===== src/rtl/ram8.sv =====
// rtl/ram8.sv - eight-word register memory with demux-tree write steering and combinational read
// Leaves of the three-level demux tree are the per-word load enables; at most one is high.

module demux (
  input  logic in,
  input  logic sel,
  output logic a,
  output logic b
);
  assign a = in & ~sel;
  assign b = in & sel;
endmodule

module ram8 #(
  parameter int WIDTH = 16
) (
  input  logic             clk,
  input  logic             reset,
  input  logic [WIDTH-1:0] in,
  input  logic             load,
  input  logic [2:0]       address,
  output logic [WIDTH-1:0] out
);
  logic [1:0]       lvl1;
  logic [3:0]       lvl2;
  logic [7:0]       ld;
  logic [WIDTH-1:0] word [8];

  demux u_root (.in(load), .sel(address[2]), .a(lvl1[0]), .b(lvl1[1]));

  genvar g;
  generate
    for (g = 0; g < 2; g++) begin : g_lvl2
      demux u_mid (.in(lvl1[g]), .sel(address[1]), .a(lvl2[2*g]), .b(lvl2[2*g+1]));
    end
    for (g = 0; g < 4; g++) begin : g_leaf
      demux u_leaf (.in(lvl2[g]), .sel(address[0]), .a(ld[2*g]), .b(ld[2*g+1]));
    end
  endgenerate

  always_ff @(posedge clk or posedge reset) begin
    if (reset) begin
      for (int i = 0; i < 8; i++) word[i] <= '0;
    end else begin
      for (int i = 0; i < 8; i++)
        if (ld[i]) word[i] <= in;
    end
  end

  // Read path has no write-through: it only ever sees stored words.
  assign out = word[address];
endmodule


===== config.mk =====
export PLATFORM = sky130hd
export DESIGN_NAME = ram8
export DESIGN_NICKNAME = d
export VERILOG_FILES = /design/src/rtl/ram8.sv
export SDC_FILE = /design/constraint.sdc
export NUM_CORES = 1
export LEC_CHECK = 0
export ABC_AREA = 1
export BUFFER_PORTS_ARGS = -buffer_cell sky130_fd_sc_hd__buf_4
export CORE_ASPECT_RATIO = 0.5
export CORE_UTILIZATION = 60
export DETAILED_ROUTE_END_ITERATION = 7
export PLACE_DENSITY = 0.8
export SLEW_MARGIN = 30
export SYNTH_ARGS = -nofsm -noshare
export SYNTH_HDL_FRONTEND = slang
export SYNTH_SLANG_ARGS = --single-unit
export TNS_END_PERCENT = 20

===== constraint.sdc =====
create_clock -name clk -period 4.05 [get_ports clk]
set_clock_uncertainty 0.1 [all_clocks]
set_input_delay 0 -clock clk [delete_from_list [all_inputs] [get_ports clk]]
set_output_delay 0 -clock clk [all_outputs]
set_load 0.01 [all_outputs]

======== After elaboration in Yosys (flattened, before gate mapping) ========
Index checks and enable logic that the tools add are counted.
word-level totals
  register bits ........................... 128
  bits in latches ......................... 0
  bits in writable memories ............... 0
  bits in read-only memories .............. 0
  bits of input ports ..................... 22
  word-level logic and storage cells ...... 30
  memories ................................ 0
cells by class
  $add $sub $neg .......................... 0
  multiply operators ...................... 0
  div/mod/pow operators ................... 0
  $lt $le $gt $ge ......................... 1
  equal/unequal tests ..................... 0
  shifts and indexed selects .............. 0
  mux-type cells .......................... 3
  bitwise gates (word level) .............. 18
  reductions and logical operators ........ 0
operator list
  cell                                                      number
  16-bit binary-select mux with 3-bit select                1
  16-bit 2-to-1 mux                                         2
  1-bit AND                                                 14
  4-bit greater-or-equal comparator, second input constant  1
  3-bit NOT with 4-bit output                               1
  1-bit NOT                                                 3

======== Depth between registers and ports, before layout ========
  word-level depth ........................ 4
  gate-level depth with buffers ........... 8
  mapped depth without buffers ............ 6

======== Cells and area by module ========
Synthesis repeated with hierarchy kept, for this count alone.
second synthesis, totals
  cell total of the unflattened synthesis .. 879
  area total of the unflattened synthesis .. 6392.4 µm²
modules (own cells, without submodules)
  module  times used  cells each  area each (µm²)  sequential area each (µm²)
  ram8    1           851         6269.8           3203.1
  demux   7           4           17.5             0.0

======== Worst setup path before layout ========
OpenSTA, ideal clock, no wires.
  path type ............................... in2reg
  from .................................... input address[1]
  to ...................................... register word[36] (netlist name)
  setup time .............................. 0.130 ns
  data arrival time ....................... 0.810 ns
  data required time ...................... 3.820 ns
  setup slack ............................. 3.010 ns
  cell stages on the path ................. 6
  buffers on the path ..................... 2
  path through ............................ buf_2 inv_2 nand3_1 nor2_2 clkbuf_1 o21ai_0
between the ends
  longest elaborated chain between the ends .. 3
RTL lines
  what                             RTL line  source
  from (decl)                      21        input logic [2:0] address,
  1-bit NOT                        10        assign a = in & ~sel;
  1-bit AND                        10
  1-bit AND                        11        assign b = in & sel;
  to (signal, indexed assignment)  46        if (ld[i]) word[i] <= in;
  to (decl)                        27        logic [WIDTH-1:0] word [8];
No other way between the ends.
A chain may end at the register's enable or synchronous reset.

======== Worst setup path after layout ========
  from .................................... input address[0]
  to ...................................... output out[12]
between the ends
  longest elaborated chain between the ends .. 4
RTL lines
  what                                                   RTL line  source
  3-bit NOT with 4-bit output (not written as such)      51        assign out = word[address];
  16-bit binary-select mux with 3-bit select             51
  16-bit 2-to-1 mux (not written as such) (2 in series)  51
  to (decl)                                              22        output logic [WIDTH-1:0] out
No other way between the ends. The select of a mux whose other input is x is not followed.

==> flow_summary.yaml <==
final_layout:
  layout.area.seq_sq_um: 3200
  largestRegisters: "word: 128 flops"
  layout.nets: 919
  largest_register_ffs: 128
  filler_cell_count: 751
  final_layout_size_suffix_gt1_frac: 0.0870
  synthToLayoutAreaGrowth_pct: 17.5
  multi_input_combinational_cell_area_sq_um: 2290
  largest-register: "word"
  layout.cells.non_filler: 1043
  num_antenna_cells: 0
routing:
  detailroute.via_count: 5625
  routed_wl_mm: 16.0
  ant_nets: 0
  drt_first_pass_iters: 6
  post_drt_via_cell_ratio: 5.39
  drc_markers: 0
  drt_first_iter_violations: 570
  detail_route.wl_per_cell_microns: 15.3
timing:
  timing.slew.headroom: 0.523
  finalSetupViolCount: 0
  slew_viol_final: 0
  final_min_period_over_clock_period: 0.472
  fmax_mhz: 523
  max_slew.worst_pin.slew_ns: 0.714
  final.setup.tns_ns: 0
  setup_slack_ns: 2.14
  timing.final.hold_violations: 0
  unrepaired_setup_endpoints_after_global_routing: "false"
  layout_min_cycle_time_ns: 1.91
power:
  leakagePower_uw: 0.00401
  vdd.ir_drop.worst_mv: 0.343
  total_power_uw: 3880
  power_density_nw_per_um2: 529
clock_network:
  clockRootBuffer: "sky130_fd_sc_hd__clkbuf_16"
  cts_made_buffers: 17
  numClockSinks: 128
  htreeDepth: 4
  clock_latency_ns: 0.41
  tritoncts: "yes"
  cts-root-to-sink-buffers: 2
  post_cts_resize_count: 0
  clk_pin_slew_worst_paths_ns: 0.06
worst_hold_path:
  hold_removal_path_class: "input pin to flop"
setup_path:
  worst_path_required_ns: 3.95
  setup.worst_path.start_class: "input pin"
  setup.worst_path.end_class: "primary output"
  arrival_ns: 1.81
  crit_type: "input pin to primary output"
  worstPathMaxFanout: 45
yosys:
  postSynthRegisterBits: 128
  post_synth_edffs: 0
  synth_fa_ha_area_frac: 0
  post_synth_mux_area_share: 0
  synth_top_area_frac: 0.513
  synth.most_common_cell: "sky130_fd_sc_hd__nand2_1"
  synth_compound_area_frac: 0.103
  synth-async-reset-ratio: 1.00
  post_synth.cell_area_avg_sq_um: 7.22
  post_synth_num_cell_types: 13
  largest_cells_by_area_after_synthesis: "sky130_fd_sc_hd__dfrtp_1, sky130_fd_sc_hd__nand2_1, sky130_fd_sc_hd__o21ai_0"
  netlist_top_cells_count: "sky130_fd_sc_hd__nand2_1, sky130_fd_sc_hd__inv_1, sky130_fd_sc_hd__dfrtp_1"
  synthDominantAreaCellType: "sky130_fd_sc_hd__dfrtp_1"
  combinational_family_with_the_most_area_after_synthesis: "simple AND/OR/NAND/NOR gates"
  syn-num-nets: 886
  synth.yosys.warnings: 0
  syn_area_sq_um: 6240
  synth_top_flop_cell: "sky130_fd_sc_hd__dfrtp_1"
  yosys.area_share.simple: 0.262
  yosys.area_share.xor_xnor: 0
  number_of_instances_in_the_synthesized_netlist: 864
  ys_seq_area_frac: 0.513
grt:
  grt-ovfl-total: 0
  grt_start_max_net_pins: 52
  grt_pass1_wl_mm: 26.4
  global_route.usage.total: 0.320
  via_count_of_the_first_global_routing_pass: 5385
  grt_antenna_before_repair: 0
floorplan:
  rows: 25
  initial_utilization: 0.639
  design.portCount: 38
  fp.dieW_microns: 146
  fp.dieArea_sq_um: 10800
  chipHeight_microns: 74.1
  core_sq_um: 9760
placed_design:
  post-place-cells: 996
  pre_cts_slack_ns: 1.65
  port_buffers: 37
  hpwl_mm: 9.17
  globalplace.congestion: 0.786
run_status:
  outcome: "complete, no violations"
flow_run:
  max_cap_violations: 0
[stage by stage]
| step | hold WS (ns) | area (sq um) | util |
|---|---|---|---|
| 6_report | 0.110 | 7330 | 0.751 |
| 4_1_cts | 0.0954 | 7330 | 0.751 |
| 2_1_floorplan | 0.0210 | 6240 | - |
| 5_1_grt | 0.150 | 7330 | 0.751 |
| 3_3_place_gp | 0.0327 | 6550 | 0.671 |
| 3_5_place_dp | 0.0353 | 6560 | 0.672 |
[critical path: stages]
cell and delay (ns):
sky130_fd_sc_hd__buf_4 0.23, sky130_fd_sc_hd__inv_2 0.41, sky130_fd_sc_hd__buf_4 0.52, sky130_fd_sc_hd__nand2_1 0.15
sky130_fd_sc_hd__nand3_1 0.11, sky130_fd_sc_hd__nand2_1 0.09, sky130_fd_sc_hd__nand2_1 0.06, sky130_fd_sc_hd__nand2_1 0.06
sky130_fd_sc_hd__buf_4 0.14
[power breakdown]
part           internal [uW]  switching, uW
Combinational            255            410
Sequential              1520            124
Clock                   1020            544
Total                   2800           1080
[what timing repair did]
action	4_1_cts	5_1_grt
hold buffers	17	0
hold endpoints to repair	177	0
buffers inserted	0	0
[layer usage]
metal,track usage,part of all wire,vias up,routed length (microns)
met4,0.119,0.012,0,193
met1,0.414,0.44,2680,7010
met3,0.0748,0.074,27,1180
met5,0,0,-,0
met2,0.539,0.48,233,7600
li1,-,-,2685,-
[final timing paths]
kind,start,to,slack [ns],depth (start not counted)
hold / removal,load,word[45]$_DFFE_PP0P_,0.11,5
min in group asynchronous,reset,word[85]$_DFFE_PP0P_,0.13,3
setup reg to reg,word[119]$_DFFE_PP0P_,word[119]$_DFFE_PP0P_,3.19,2
setup / recovery,address[0],out[12],2.14,9
hold reg to reg,word[78]$_DFFE_PP0P_,word[78]$_DFFE_PP0P_,0.38,2
max in group asynchronous,reset,word[14]$_DFFE_PP0P_,2.71,4
[cell type report]
class | count | area share
clock inverters | 6 | 0.0143
flip-flops and latches | 128 | 0.437
clock buffers | 24 | 0.0671
inverters | 150 | 0.0771
multi-input cells | 538 | 0.312
well taps | 135 | 0.0230
repair buffers | 62 | 0.0693
[placed cells by master, fill, tap and decap left out]
master,netlist,routed
sky130_fd_sc_hd__nand2_1,337,336
sky130_fd_sc_hd__inv_1,149,147
sky130_fd_sc_hd__dfrtp_1,128,128
sky130_fd_sc_hd__o21ai_0,127,127
sky130_fd_sc_hd__nand3_1,69,67
sky130_fd_sc_hd__buf_4,0,45
sky130_fd_sc_hd__clkbuf_16,0,17
sky130_fd_sc_hd__dlygate4sd3_1,0,17
sky130_fd_sc_hd__clkbuf_8,0,4
sky130_fd_sc_hd__clkbuf_1,27,3
sky130_fd_sc_hd__clkinv_2,0,3
sky130_fd_sc_hd__bufinv_16,0,3
sky130_fd_sc_hd__inv_2,1,2
sky130_fd_sc_hd__nand3_2,0,2
sky130_fd_sc_hd__nand4_1,2,2
sky130_fd_sc_hd__nor2_4,0,1
sky130_fd_sc_hd__nand2_2,0,1
sky130_fd_sc_hd__o21ai_1,1,1
sky130_fd_sc_hd__nor2_1,1,1
sky130_fd_sc_hd__inv_4,0,1
[cells by family (layout without fill, tap and decap cells)]
family,Yosys count,in the layout
compound gates,128,128
buf+inv,198,242
flops,128,128
simple gates,410,410
Note: power is estimated with default switching activity, not from simulation.
